==> config.mk <==
export PLATFORM = sky130hd
export DESIGN_NAME = cache_ctrl
export DESIGN_NICKNAME = d
export VERILOG_FILES = /design/src/rtl/cache_ctrl.sv
export SDC_FILE = /design/constraint.sdc
export NUM_CORES = 1
export LEC_CHECK = 0
export ABC_AREA = 1
export CAP_MARGIN = 20
export CELL_PAD_IN_SITES_DETAIL_PLACEMENT = 0
export CELL_PAD_IN_SITES_GLOBAL_PLACEMENT = 1
export CORE_MARGIN = 5
export CORE_UTILIZATION = 25
export CTS_CLUSTER_DIAMETER = 100
export DETAILED_ROUTE_END_ITERATION = 10
export PLACE_DENSITY_LB_ADDON = 0.1
export SYNTH_ARGS = -nofsm -noshare
export SYNTH_HDL_FRONTEND = slang
export SYNTH_SLANG_ARGS = --single-unit
==> constraint.sdc <==
create_clock -name clk -period 3.07 [get_ports clk]
set_input_delay 0.614 -clock clk [delete_from_list [all_inputs] [get_ports clk]]
set_output_delay 0.614 -clock clk [all_outputs]
set_load 0.1 [all_outputs]
==> src/rtl/cache_ctrl.sv <==
// Direct-mapped, write-through, no-write-allocate cache controller with a req/ack memory port
// and a saturating read-hit counter. Tag/valid/data storage is held in flops.
module cache_ctrl #(
    parameter int ADDR_W  = 8,
    parameter int DATA_W  = 8,
    parameter int INDEX_W = 2,
    parameter int CNT_W   = 16
) (
    input  logic              clk,
    input  logic              rst_n,
    input  logic              cpu_req,
    input  logic              cpu_we,
    input  logic [ADDR_W-1:0] cpu_addr,
    input  logic [DATA_W-1:0] cpu_wdata,
    output logic [DATA_W-1:0] cpu_rdata,
    output logic              cpu_ready,
    input  logic              flush,
    output logic              mem_req,
    output logic              mem_we,
    output logic [ADDR_W-1:0] mem_addr,
    output logic [DATA_W-1:0] mem_wdata,
    input  logic [DATA_W-1:0] mem_rdata,
    input  logic              mem_ack,
    output logic [CNT_W-1:0]  hit_cnt
);
    localparam int LINES = 1 << INDEX_W;
    localparam int TAG_W = ADDR_W - INDEX_W;

    typedef enum logic [1:0] {IDLE, LOOKUP, MISS_RD, WR_THRU} state_t;

    state_t             state_q, state_d;
    logic               we_q, we_d;
    logic [ADDR_W-1:0]  addr_q, addr_d;
    logic [DATA_W-1:0]  wdata_q, wdata_d;
    logic [LINES-1:0]   valid_q, valid_d;
    logic [TAG_W-1:0]   tag_q [LINES];
    logic [TAG_W-1:0]   tag_d [LINES];
    logic [DATA_W-1:0]  data_q [LINES];
    logic [DATA_W-1:0]  data_d [LINES];
    logic [DATA_W-1:0]  cpu_rdata_q, cpu_rdata_d;
    logic               cpu_ready_q, cpu_ready_d;
    logic               mem_req_q, mem_req_d;
    logic               mem_we_q, mem_we_d;
    logic [ADDR_W-1:0]  mem_addr_q, mem_addr_d;
    logic [DATA_W-1:0]  mem_wdata_q, mem_wdata_d;
    logic [CNT_W-1:0]   hit_cnt_q, hit_cnt_d;

    logic [INDEX_W-1:0] idx;
    logic [TAG_W-1:0]   tag;
    logic               hit;

    assign idx = addr_q[INDEX_W-1:0];
    assign tag = addr_q[ADDR_W-1:INDEX_W];
    assign hit = valid_q[idx] && (tag_q[idx] == tag);

    always_comb begin
        state_d     = state_q;
        we_d        = we_q;
        addr_d      = addr_q;
        wdata_d     = wdata_q;
        valid_d     = valid_q;
        tag_d       = tag_q;
        data_d      = data_q;
        cpu_rdata_d = cpu_rdata_q;
        cpu_ready_d = 1'b0;
        mem_req_d   = mem_req_q;
        mem_we_d    = mem_we_q;
        mem_addr_d  = mem_addr_q;
        mem_wdata_d = mem_wdata_q;
        hit_cnt_d   = hit_cnt_q;

        unique case (state_q)
            IDLE: begin
                if (flush) begin
                    valid_d = '0;
                end else if (cpu_req) begin
                    we_d    = cpu_we;
                    addr_d  = cpu_addr;
                    wdata_d = cpu_wdata;
                    state_d = LOOKUP;
                end
            end
            LOOKUP: begin
                if (!we_q && hit) begin
                    cpu_rdata_d = data_q[idx];
                    cpu_ready_d = 1'b1;
                    if (hit_cnt_q != '1) hit_cnt_d = hit_cnt_q + CNT_W'(1);
                    state_d = IDLE;
                end else if (!we_q) begin
                    mem_req_d  = 1'b1;
                    mem_we_d   = 1'b0;
                    mem_addr_d = addr_q;
                    state_d    = MISS_RD;
                end else begin
                    // Write-through: a hit refreshes the line, a miss leaves the cache untouched.
                    mem_req_d   = 1'b1;
                    mem_we_d    = 1'b1;
                    mem_addr_d  = addr_q;
                    mem_wdata_d = wdata_q;
                    if (hit) data_d[idx] = wdata_q;
                    state_d = WR_THRU;
                end
            end
            MISS_RD: begin
                if (mem_ack) begin
                    data_d[idx]  = mem_rdata;
                    tag_d[idx]   = tag;
                    valid_d[idx] = 1'b1;
                    cpu_rdata_d  = mem_rdata;
                    cpu_ready_d  = 1'b1;
                    mem_req_d    = 1'b0;
                    state_d      = IDLE;
                end
            end
            WR_THRU: begin
                if (mem_ack) begin
                    mem_req_d   = 1'b0;
                    mem_we_d    = 1'b0;
                    cpu_ready_d = 1'b1;
                    state_d     = IDLE;
                end
            end
            default: state_d = IDLE;
        endcase
    end

    always_ff @(posedge clk or negedge rst_n) begin
        if (!rst_n) begin
            state_q     <= IDLE;
            we_q        <= 1'b0;
            addr_q      <= '0;
            wdata_q     <= '0;
            valid_q     <= '0;
            cpu_rdata_q <= '0;
            cpu_ready_q <= 1'b0;
            mem_req_q   <= 1'b0;
            mem_we_q    <= 1'b0;
            mem_addr_q  <= '0;
            mem_wdata_q <= '0;
            hit_cnt_q   <= '0;
        end else begin
            state_q     <= state_d;
            we_q        <= we_d;
            addr_q      <= addr_d;
            wdata_q     <= wdata_d;
            valid_q     <= valid_d;
            cpu_rdata_q <= cpu_rdata_d;
            cpu_ready_q <= cpu_ready_d;
            mem_req_q   <= mem_req_d;
            mem_we_q    <= mem_we_d;
            mem_addr_q  <= mem_addr_d;
            mem_wdata_q <= mem_wdata_d;
            hit_cnt_q   <= hit_cnt_d;
        end
    end

    // Tag/data contents are meaningless while their valid bit is clear, so they carry no reset.
    always_ff @(posedge clk) begin
        tag_q  <= tag_d;
        data_q <= data_d;
    end

    assign cpu_rdata = cpu_rdata_q;
    assign cpu_ready = cpu_ready_q;
    assign mem_req   = mem_req_q;
    assign mem_we    = mem_we_q;
    assign mem_addr  = mem_addr_q;
    assign mem_wdata = mem_wdata_q;
    assign hit_cnt   = hit_cnt_q;

endmodule

==> results by group, run 1 <==
GRT
  • Vias in the first global route: roughly 4300
  • Grt total ovfl: 0
  • Initial antenna violation count: 0
  • Gr usage total: around an eighth
  • First-pass GRT wire length: approximately 24000 microns
  • Largest net degree at the start of global routing: 67

Route
  • DR vias: between 4000 and 5000
  • DRC: 0
  • Detailed router's first-iteration violation count: between 150 and 200
  • Pre-antenna DRT Iters: 4
  • Final wirelength: roughly 15000 microns
  • Detail Route Antenna Nets: 0
  • Vias/cell: roughly 4.3
  • Routed length per instance: approximately 16 microns

Synthesis
  • Synthesized net count: ~620
  • Syn avg cell area: around 9.3 sq um
  • Synthesized flop and latch total: around 120
  • Post-synth top area share: a little under a third
  • Ys async rst share: ~54%
  • Post-Syn Area: ~5500 sq um
  • Syn Inst Count: 588
  • Yosys warnings: 0
  • Dominant cell by count in the synthesized netlist: nand2_1
  • Synth area leader: edfxtp_1
  • Ys flop type: dfrtp_1
  • Cell variety after synth: 32
  • Post-synth EDFFs: 56
  • Synth cell count leaders: nand2_1 (185), nor2_1 (82), dfrtp_1 (66)
  • Area contributors post-synth: edfxtp_1 (31%), dfrtp_1 (30%), nand2_1 (13%)
  • Post-synthesis sequential area ratio: between 60% and 70%

Worst setup path
  • Reg2reg start: addr_q[0]$_DFFE_PN0P_
  • Startpoint types: register
  • Critical path type: register to register
  • WP buf/inv: 3
  • Crit path depth: 13
  • Most frequent CP cell: nand2_1
  • Reg2Reg Depth: 13
  • WP data arrival: about 2600 ps
  • RR Endpoint: data_q[11]$_DFFE_PP_
  • Crit path max fanout: 14
  • Flop2flop setup slack: about 620 ps
  • Family with the most delay on the worst path: simple AND/OR/NAND/NOR gates
  • CP required: roughly 3200 ps
  • Slowest cell delay on critical path: around 480 ps
  • Crit. End Element: register
  • Critical-path cell list: buf_4 > inv_4 > nand2_1 > nand2_1 > nand2_1 > nand3_1 > nand2_1 > nor2_1 > nand2_2 > nor2_8 > a21oi_1 > nor2_1 > buf_4
  • Cell with the largest stage delay on the worst path: dfrtp_1

Timing
  • Final worst path period share: between 70% and 80%
  • Slew margin rel.: around 48%
  • Achievable frequency: about 410 MHz
  • Pins Over Slew Limit: 0
  • Min cycle time layout: 2454 ps
  • Hold Vio Cnt, Final: 0
  • Unrepaired setup endpoints after global routing: false
  • Clock skew: 10.75 ps
  • Setup TNS: 0 ps
  • Worst-Margin Slew: approximately 770 ps
  • Setup violators final: 0

CTS
  • CTS tree: yes
  • Hold-fix buffers, CTS: 0
  • TritonCTS Buffers: 17
  • Clock H-tree levels: 4
  • Root Buffer: clkbuf_16
  • Later-pin clock latency in the skew report: approximately 410 ps
  • CTS Buffer Depth: 2
  • Clock Pin Slew Worst Setup and Hold Paths: about 50 ps
  • Postcts setup bufs: 0
  • CTS sink cnt: about 120
  • Resized cells post-CTS: 0

Floorplanning
  • Num rows: between 50 and 60
  • Num ports: 73
  • Die X: between 150 and 200 microns
  • Die height: 158.2 microns
  • Die area: approximately 25000 sq um
  • Floorplan core area: between 20000 and 25000 sq um
  • Initial Util: roughly 25%

Pwr
  • Pwr Density: around 1100 nW/um^2
  • Max IR drop VDD: between 0.0006 and 0.0007 V
  • Static leakage: 3.220 nW

Cells and area
  • Register area: ~3300 sq um
  • Final nets: slightly above 700
  • Layout fillers: roughly 2300
  • Final instance area: between 7000 and 8000 sq um
  • P&R area growth vs syn: 28.22%
  • Antenna diodes: 0
  • Multi-input gate area: roughly 1900 sq um
  • Layout cells sized above 1: roughly 15%

Outcome
  • Status: finished, final reports clean

Placed design
  • Hpwl dp: roughly 11000 microns
  • GPL Wtd Cong: 0.7246
  • DP Area: 6471 sq um
  • IO buf count: ~70

Min path
  • Worst hold path class: input port to async pin

Run
  • Max-capacitance violation count: 0
[worst reg2reg max path: stages (launching register included)]
cell     delay, ps
dfrtp_1        480
buf_4          220
inv_4          130
nand2_1         70
nand2_1         60
nand2_1         60
nand3_1        100
nand2_1         60
nor2_1         110
nand2_2        150
nor2_8         220
a21oi_1        190
nor2_1         120
buf_4          190
[placed cells by master (no fill, tap or decap), types with 16 or more instances in the layout]
cell             count
nand2_1            185
a21oi_1             19
nand3_1             21
inv_1               41
clkdlybuf4s50_1     28
nand4_1             19
clkbuf_16           17
dfrtp_1             66
a22oi_1             16
buf_4               56
edfxtp_1            56
o21ai_0             18
nor2_1              82
[where the power goes]
| group | total [mW] | internal [mW] | leakage, nW | switching [mW] |
|---|---|---|---|---|
| logic | 3.50 | 0.805 | 1.62 | 2.70 |
| registers | 2.52 | 2.21 | 1.32 | 0.309 |
| clock network | 1.94 | 1.25 | 0.273 | 0.687 |
| total | 7.96 | 4.27 | 3.22 | 3.69 |
[per-stage QoR]
| step | worst slack [ps] | power [mW] | std cells | util, % | hold WS, ps |
|---|---|---|---|---|---|
| floorplan | 508.0 | 5.092 | 588 | - | 318.4 |
| global placement | 360.7 | 6.108 | 938 | 29.84 | 477.7 |
| detailed placement | 417.7 | 6.104 | 938 | 29.84 | 481.7 |
| CTS | 555.0 | 8.073 | 970 | 32.45 | 229.6 |
| global route | 385.7 | 8.431 | 970 | 32.45 | 246.0 |
| finish | 615.9 | 7.961 | 970 | 32.45 | 200.0 |
[per-layer routing]
metal,global-route usage [%],share of wire (%)
met3,2.734,2.7
met2,19.70,46
met4,4.265,1.2
met5,0,0
met1,17.58,50
[logic make-up after synthesis]
family	share of synthesized area (%)
simple gates	25.80
flops	60.72
buf+inv	5.106
compound gates	6.542
xor+xnor	1.596
fa+ha+maj	0.2279
[cell type report]
class / count / share of cell area, %
Clock inverter: 12 / 1.849
Sequential cell: 122 / 47.36
Timing Repair Buffer: 86 / 10.31
Multi-Input combinational cell: 401 / 26.65
Tap cell: 280 / 4.978
Inverter: 49 / 2.649
Clock buffer: 20 / 6.204
[worst max path at each step]
stage / startpoint / endpoint / slack [ps]
finish: addr_q[0]$_DFFE_PN0P_ / data_q[11]$_DFFE_PP_ / 620
CTS: addr_q[0]$_DFFE_PN0P_ / data_q[11]$_DFFE_PP_ / 550
floorplan: hit_cnt[0]$_DFFE_PN0P_ / hit_cnt[6]$_DFFE_PN0P_ / 510
detailed placement: mem_ack / tag_q[10]$_DFFE_PP_ / 420
global placement: mem_ack / tag_q[22]$_DFFE_PP_ / 360
global route: addr_q[0]$_DFFE_PN0P_ / data_q[27]$_DFFE_PP_ / 390
[registers in the layout (all words and copies together) (netlist names)]
signal	count
cpu_ready	1
mem_req	1
mem_addr	8
mem_wdata	8
hit_cnt	16
we_q	1
mem_we	1
cpu_rdata	8
wdata_q	8
valid_q	4
addr_q	8
state_q	2
tag_q	24
data_q	32
(Power assumes the default switching activity.)
==> run 2: changes to the inputs <==
clock period = 2.05 ns   (was 3.07 ns; I/O delays follow)
==> run 2 against run 1 <==
Net effect:
- clock power rose by 55%
- cell area increased by 6.0%
- count of clock-buffer cells in the layout is 1 lower
- first-iteration DRC count grew 14%
- total power grew 56%
- core utilization up 1.9 points
- fmax up 23%
- wire length increased by 3.2%
- global-route usage increased by 0.24 points
- flip-flop and latch count stayed put
- register-to-register slack worse by 560 ps
- highest routed layer unchanged
==> results by group, run 2 (synthesis gave the netlist of run 1 again) <==
Worst setup path
  • Critical path type: register to register
  • Startpoint types: register
  • Critical-path cell list: buf_6 > buf_6 > nor2_2 > nand2_1 > o21ai_1 > nor2_1 > nand2_1 > inv_2 > nand3_4 > nor2_8 > a21oi_4 > nor2_4
  • Cell with the largest stage delay on the worst path: dfrtp_2
  • CP required: 2140 ps (-1040 ps)
  • Slowest cell delay on critical path: 430 ps (-50 ps)
  • Flop2flop setup slack: 50 ps (-560 ps)
  • WP buf/inv: 3 (unchanged)
  • Reg2reg start: addr_q[0]$_DFFE_PN0P_
  • WP data arrival: 2090 ps (-470 ps)
  • Critical path origin: addr_q[0]$_DFFE_PN0P_
  • Crit path max fanout: 8 (-6)
  • Family with the most delay on the worst path: simple AND/OR/NAND/NOR gates
  • Crit. End Element: register

Timing
  • Achievable frequency: 500.4 MHz (+23%)
  • Unrepaired setup endpoints after global routing: true
  • Pins Over Slew Limit: 0 (unchanged)
  • Worst-Margin Slew: 494.1 ps (-274.3 ps)
  • Setup violators final: 0 (unchanged)
  • Hold Vio Cnt, Final: 0 (unchanged)
  • Setup TNS: 0 ps (unchanged)
  • Clock skew: 14.67 ps (+3.924 ps)
  • Final worst path period share: 97.48% (+18 points)
  • Min cycle time layout: 1998 ps (-455.7 ps)
  • Final WS setup: 51.56 ps (-564.3 ps)
  • Slew margin rel.: 66.80% (+18 points)

GRT
  • Grt total ovfl: 0 (unchanged)
  • Initial antenna violation count: 0 (unchanged)
  • Vias in the first global route: 4428 (+3.4%)
  • Gr usage total: 12.90% (+0.24 points)
  • First-pass GRT wire length: 24660 microns (+2.4%)
  • Largest net degree at the start of global routing: 42 (-37%)

Route
  • Detail Route Antenna Nets: 0 (unchanged)
  • Vias/cell: 4.312 (-0.53%)
  • Routed length per instance: 15.76 microns (+0.55%)
  • DRC: 0 (unchanged)
  • Pre-antenna DRT Iters: 6 (+2)
  • DR vias: 4295 (+2.1%)
  • Final wirelength: 15700 microns (+3.2%)
  • Detailed router's first-iteration violation count: 210 (+14%)

Placed design
  • IO buf count: 72 (unchanged)
  • Place WS: -134.9 ps (-552.6 ps)
  • Hpwl dp: 11250 microns (-1.2%)
  • GPL Wtd Cong: 0.7676 (+5.9%)
  • DP Area: 6719 sq um (+3.8%)

Cells and area
  • P&R area growth vs syn: 35.88%
  • Layout cells sized above 1: 21.65% (+7.0 points)
  • Most common cell after layout, fill and taps aside: nand2_1
  • Antenna diodes: 0 (unchanged)
  • Commonest cells after routing, fill and taps aside: nand2_1 (181), nor2_1 (74), buf_4 (71), dfrtp_1 (56), edfxtp_1 (56)
  • Util after Layout: 34.39% (+1.9 points)
  • Most flops, register: data_q
  • Final nets: 734 (+3.7%)
  • Max reg flops: 32 (unchanged)
  • Final instance area: 7458 sq um (+6.0%)

Run
  • Max-capacitance violation count: 0 (unchanged)

Floorplanning
  • Num ports: 73 (unchanged)
  • Floorplan core area: 21690 sq um (unchanged)
  • Num rows: 54 (unchanged)
  • Initial Util: 25.31% (unchanged)
  • Die X: 158.2 microns (unchanged)
  • Die height: 158.2 microns (unchanged)
  • Die area: 25020 sq um (unchanged)

Pwr
  • Pwr Density: 1663 nW/um^2 (+47%)
  • Max IR drop VDD: 0.0009078 V (+33%)
  • Static leakage: 3.352 nW (+4.1%)

Min path
  • Worst hold path class: input port to async pin

CTS
  • CTS Buffer Depth: 2 (unchanged)
  • Clock H-tree levels: 4 (unchanged)
  • Later-pin clock latency in the skew report: 410 ps (about the same)
  • CTS tree: yes
  • TritonCTS Buffers: 17 (unchanged)
  • Clock Pin Slew Worst Setup and Hold Paths: 60 ps (about the same)
  • CTS sink cnt: 122 (unchanged)
  • Root Buffer: clkbuf_16

Outcome
  • Status: finished, final reports clean
## run 2: cell count changes in the layout (fill, tap and decap cells not counted), sizes merged
cell         change
clkinvlp         +2
dlygate4sd3      +1
clkbuf           -1
nand4            +1
nand2            +1
buf             +23
clkinv           -1
## run 2: stage by stage
step / total power [mW] / hold WS (ps) / cells
floorplan: 7.651 / 114.4 / 588
global placement: 9.331 / 399.6 / 959
detailed placement: 9.351 / 402.3 / 959
CTS: 12.45 / 493.5 / 993
global route: 13.20 / 526.4 / 996
finish: 12.40 / 489.1 / 996
## run 2: power breakdown
part / switching, mW / internal (mW)
combinational: 4.22 / 1.46
clock: 1.10 / 1.90
sequential: 0.409 / 3.31
## run 2: final timing paths
check,end,cells past startpoint
setup / recovery,data_q[17]$_DFFE_PP_,12
hold / removal,wdata_q[4]$_DFFE_PN0P_,2
setup reg to reg,data_q[17]$_DFFE_PP_,12
hold reg to reg,mem_wdata[0]$_DFFE_PN0P_,2
max in group asynchronous,hit_cnt[8]$_DFFE_PN0P_,3
min in group clk,mem_wdata[0]$_DFFE_PN0P_,2
## run 2: layer usage
| layer | part of all wire (%) | GRT usage [%] | vias up |
|---|---|---|---|
| met4 | 0.92 | 3.168 | 0 |
| met5 | 0 | 0 | - |
| li1 | - | - | 2171 |
| met2 | 44 | 18.93 | 80 |
| met3 | 4.0 | 3.554 | 11 |
| met1 | 51 | 18.89 | 2033 |
## run 2: layout make-up
type                    count  area (sq um)
clock buffers              19         432.9
clock inverters            13         152.6
fillers                  2255         14230
inverters                  49         191.4
multi-input cells         403          2003
flip-flops and latches    122          3351
well taps                 280         350.3
repair buffers            110         977.2
## run 2: timing repair
| item | 4_1_cts | 5_1_grt |
|---|---|---|
| endpoints found under the hold margin | 18 | 0 |
| gates cloned | 0 | 2 |
| pin swaps | 2 | 3 |
| hold buffers | 1 | 0 |
| buffers inserted | 1 | 1 |
| setup endpoints to repair | 50 | 75 |
| resized for setup | 7 | 17 |
==> run 3: changes to the inputs <==
REMOVE_ABC_BUFFERS = 1   (was default)
==> run 3 against run 2 <==
Net effect:
- wire length fell by 1.7%
- global-route usage fell by 0.23 points
- critical path depth rose by 1
- combinational power barely moved
- total power rose by 0.60%
- sequential power barely moved
- first-iteration DRC count fell by 11%
- sequential share of layout area fell by 0.56 points
- highest routed layer unchanged
==> results by group, run 3 (synthesis gave the netlist of run 1 again) <==
GRT
  • First-pass GRT wire length: 24200 microns (-1.9%)
  • Largest net degree at the start of global routing: 55 (+31%)
  • Gr usage total: 12.68% (-0.23 points)
  • Initial antenna violation count: 0 (unchanged)
  • Grt total ovfl: 0 (unchanged)
  • Vias in the first global route: 4428 (unchanged)

Floorplanning
  • Floorplan core area: 21690 sq um (unchanged)
  • Die area: 25020 sq um (unchanged)
  • Num ports: 73 (unchanged)
  • Num rows: 54 (unchanged)
  • Die height: 158.2 microns (unchanged)
  • Initial Util: 25.31% (unchanged)
  • Die X: 158.2 microns (unchanged)

CTS
  • Later-pin clock latency in the skew report: 420 ps (about the same)
  • Clock Pin Slew Worst Setup and Hold Paths: 60 ps (about the same)
  • Clock H-tree levels: 4 (unchanged)
  • TritonCTS Buffers: 17 (unchanged)
  • CTS tree: yes
  • CTS sink cnt: 122 (unchanged)
  • Root Buffer: clkbuf_16
  • CTS Buffer Depth: 2 (unchanged)

Worst setup path
  • Startpoint types: register
  • Most frequent CP cell: nand2_1
  • Family with the most delay on the worst path: simple AND/OR/NAND/NOR gates
  • Reg2reg start: addr_q[0]$_DFFE_PN0P_
  • RR Endpoint: data_q[13]$_DFFE_PP_
  • CP required: 2170 ps (+30 ps)
  • WP buf/inv: 2 (-1)
  • Crit path max fanout: 8 (unchanged)
  • Critical path endpoint: data_q[13]$_DFFE_PP_
  • Crit path depth: 13 (+1)
  • Critical path type: register to register
  • Reg2Reg Depth: 13 (+1)
  • Critical path origin: addr_q[0]$_DFFE_PN0P_
  • Critical-path cell list: buf_12 > nand2_1 > nand2_1 > nand2_1 > nand2_1 > nand2_1 > nand2_1 > nor2_2 > nand2_2 > nor2_8 > a21oi_4 > nor2_1 > buf_4
  • Flop2flop setup slack: 20 ps (-30 ps)
  • Crit. End Element: register
  • Slowest cell delay on critical path: 480 ps (+50 ps)
  • WP data arrival: 2150 ps (+60 ps)
  • Cell with the largest stage delay on the worst path: dfrtp_2

Cells and area
  • Layout cells sized above 1: 20.42% (-1.2 points)
  • Most common cell after layout, fill and taps aside: nand2_1
  • Layout fillers: 2185 (-3.1%)
  • Util after Layout: 34.65% (+0.27 points)
  • Max reg flops: 32 (unchanged)
  • Antenna diodes: 0 (unchanged)
  • Final nets: 738 (+0.54%)
  • Final instance area: 7516 sq um (+0.77%)
  • Commonest cells after routing, fill and taps aside: nand2_1 (183), nor2_1 (80), buf_4 (71), dfrtp_1 (65), edfxtp_1 (56)
  • P&R area growth vs syn: 36.93%
  • Most flops, register: data_q

Run
  • Max-capacitance violation count: 0 (unchanged)

Route
  • Final wirelength: 15430 microns (-1.7%)
  • Routed length per instance: 15.43 microns (-2.1%)
  • DRC: 0 (unchanged)
  • Pre-antenna DRT Iters: 4 (-2)
  • Detailed router's first-iteration violation count: 186 (-11%)
  • DR vias: 4338 (+1.0%)
  • Vias/cell: 4.338 (+0.60%)
  • Detail Route Antenna Nets: 0 (unchanged)

Pwr
  • Max IR drop VDD: 0.001094 V (+21%)
  • Clock share of power: 24.9% (+0.7 points)
  • Static leakage: 3.436 nW (+2.5%)
  • Sw Pwr: 5.796 mW (+1.2%)
  • Seq pwr share: 29.6% (-0.4 points)
  • Pwr Density: 1660 nW/um^2 (-0.17%)
  • Sw Ratio: 46.46% (+0.29 points)
  • Pint: 6.680 mW (about the same)
  • Comb pwr share: 45.5% (-0.3 points)

Timing
  • Clock skew: 11.83 ps (-2.844 ps)
  • Worst-Margin Slew: 514.9 ps (+20.79 ps)
  • Hold Vio Cnt, Final: 0 (unchanged)
  • Slew margin rel.: 65.41% (-1.4 points)
  • Min cycle time layout: 2032 ps (+33.19 ps)
  • Setup violators final: 0 (unchanged)
  • Pins Over Slew Limit: 0 (unchanged)
  • Setup TNS: 0 ps (unchanged)
  • Final worst path period share: 99.10% (+1.6 points)
  • Unrepaired setup endpoints after global routing: true
  • Achievable frequency: 492.2 MHz (-1.6%)

Placed design
  • IO buf count: 72 (unchanged)
  • Hpwl dp: 10960 microns (-2.6%)
  • DP Area: 6746 sq um (+0.41%)
  • GPL Wtd Cong: 0.7814 (+1.8%)

Min path
  • Worst hold path class: input port to async pin

Outcome
  • Status: finished, final reports clean
run 3: changes by cell type in the layout (fill, tap and decap cells not counted), sizes merged:
| cell | previous run | this run |
|---|---|---|
| clkinvlp | 3 | 1 |
| buf | 81 | 84 |
| clkinv | 10 | 6 |
| inv | 46 | 53 |
| nand2 | 191 | 192 |
| bufinv | 3 | 2 |
run 3: area by class of cell:
type / count / area (sq um) / area share (%)
multi-input cells: 404 / 1983 / 26.39
flip-flops and latches: 122 / 3334 / 44.36
clock buffers: 19 / 464.2 / 6.176
well taps: 280 / 350.3 / 4.661
clock inverters: 13 / 153.9 / 2.048
repair buffers: 113 / 1037 / 13.80
inverters: 49 / 192.7 / 2.564
run 3: worst min-delay path by stage:
stage               depth (start not counted)                        to
floorplan                                   0     addr_q[0]$_DFFE_PN0P_
global placement                            1  mem_wdata[3]$_DFFE_PN0P_
detailed placement                          1    wdata_q[3]$_DFFE_PN0P_
CTS                                         2    wdata_q[3]$_DFFE_PN0P_
global route                                2    wdata_q[3]$_DFFE_PN0P_
finish                                      2  mem_wdata[3]$_DFFE_PN0P_
run 3: layer usage:
metal	vias to the layer above	global-route usage [%]	wire length, microns
met3	12	3.937	749
met2	72	18.79	6965
met4	0	4.265	197
li1	2183	-	-
met5	-	0	0
met1	2071	17.63	7515
run 3: metrics by stage:
stage / std cells / setup WS, ps / total power [mW] / hold slack [ps]
after floorplan: 572 / -637.9 / 7.509 / 114.4
after global placement: 963 / -47.81 / 9.249 / 326.8
after detailed placement: 963 / -85.74 / 9.276 / 325.5
after CTS: 998 / 1.206 / 12.50 / 411.4
after global routing: 1000 / -113.3 / 13.27 / 429.3
final: 1000 / 18.37 / 12.48 / 416.6
run 3: power by group through the flow:
stage | Clock, mW | Sequential (mW) | Combinational [mW]
after detailed placement | 0 | 3.74 | 5.54
after floorplan | 0 | 5.59 | 1.92
after global placement | 0 | 3.73 | 5.52
after CTS | 3.20 | 3.69 | 5.61
final | 3.11 | 3.69 | 5.68
after global routing | 3.33 | 3.76 | 6.19
run 3: repair_timing:
item / CTS / global route
setup endpoints to repair: 62 / 66
hold buffers: 1 / 0
cloned: 1 / 2
pin swaps: 0 / 6
endpoints found under the hold margin: 12 / 0
resized for setup: 4 / 17
buffers inserted: 1 / 0
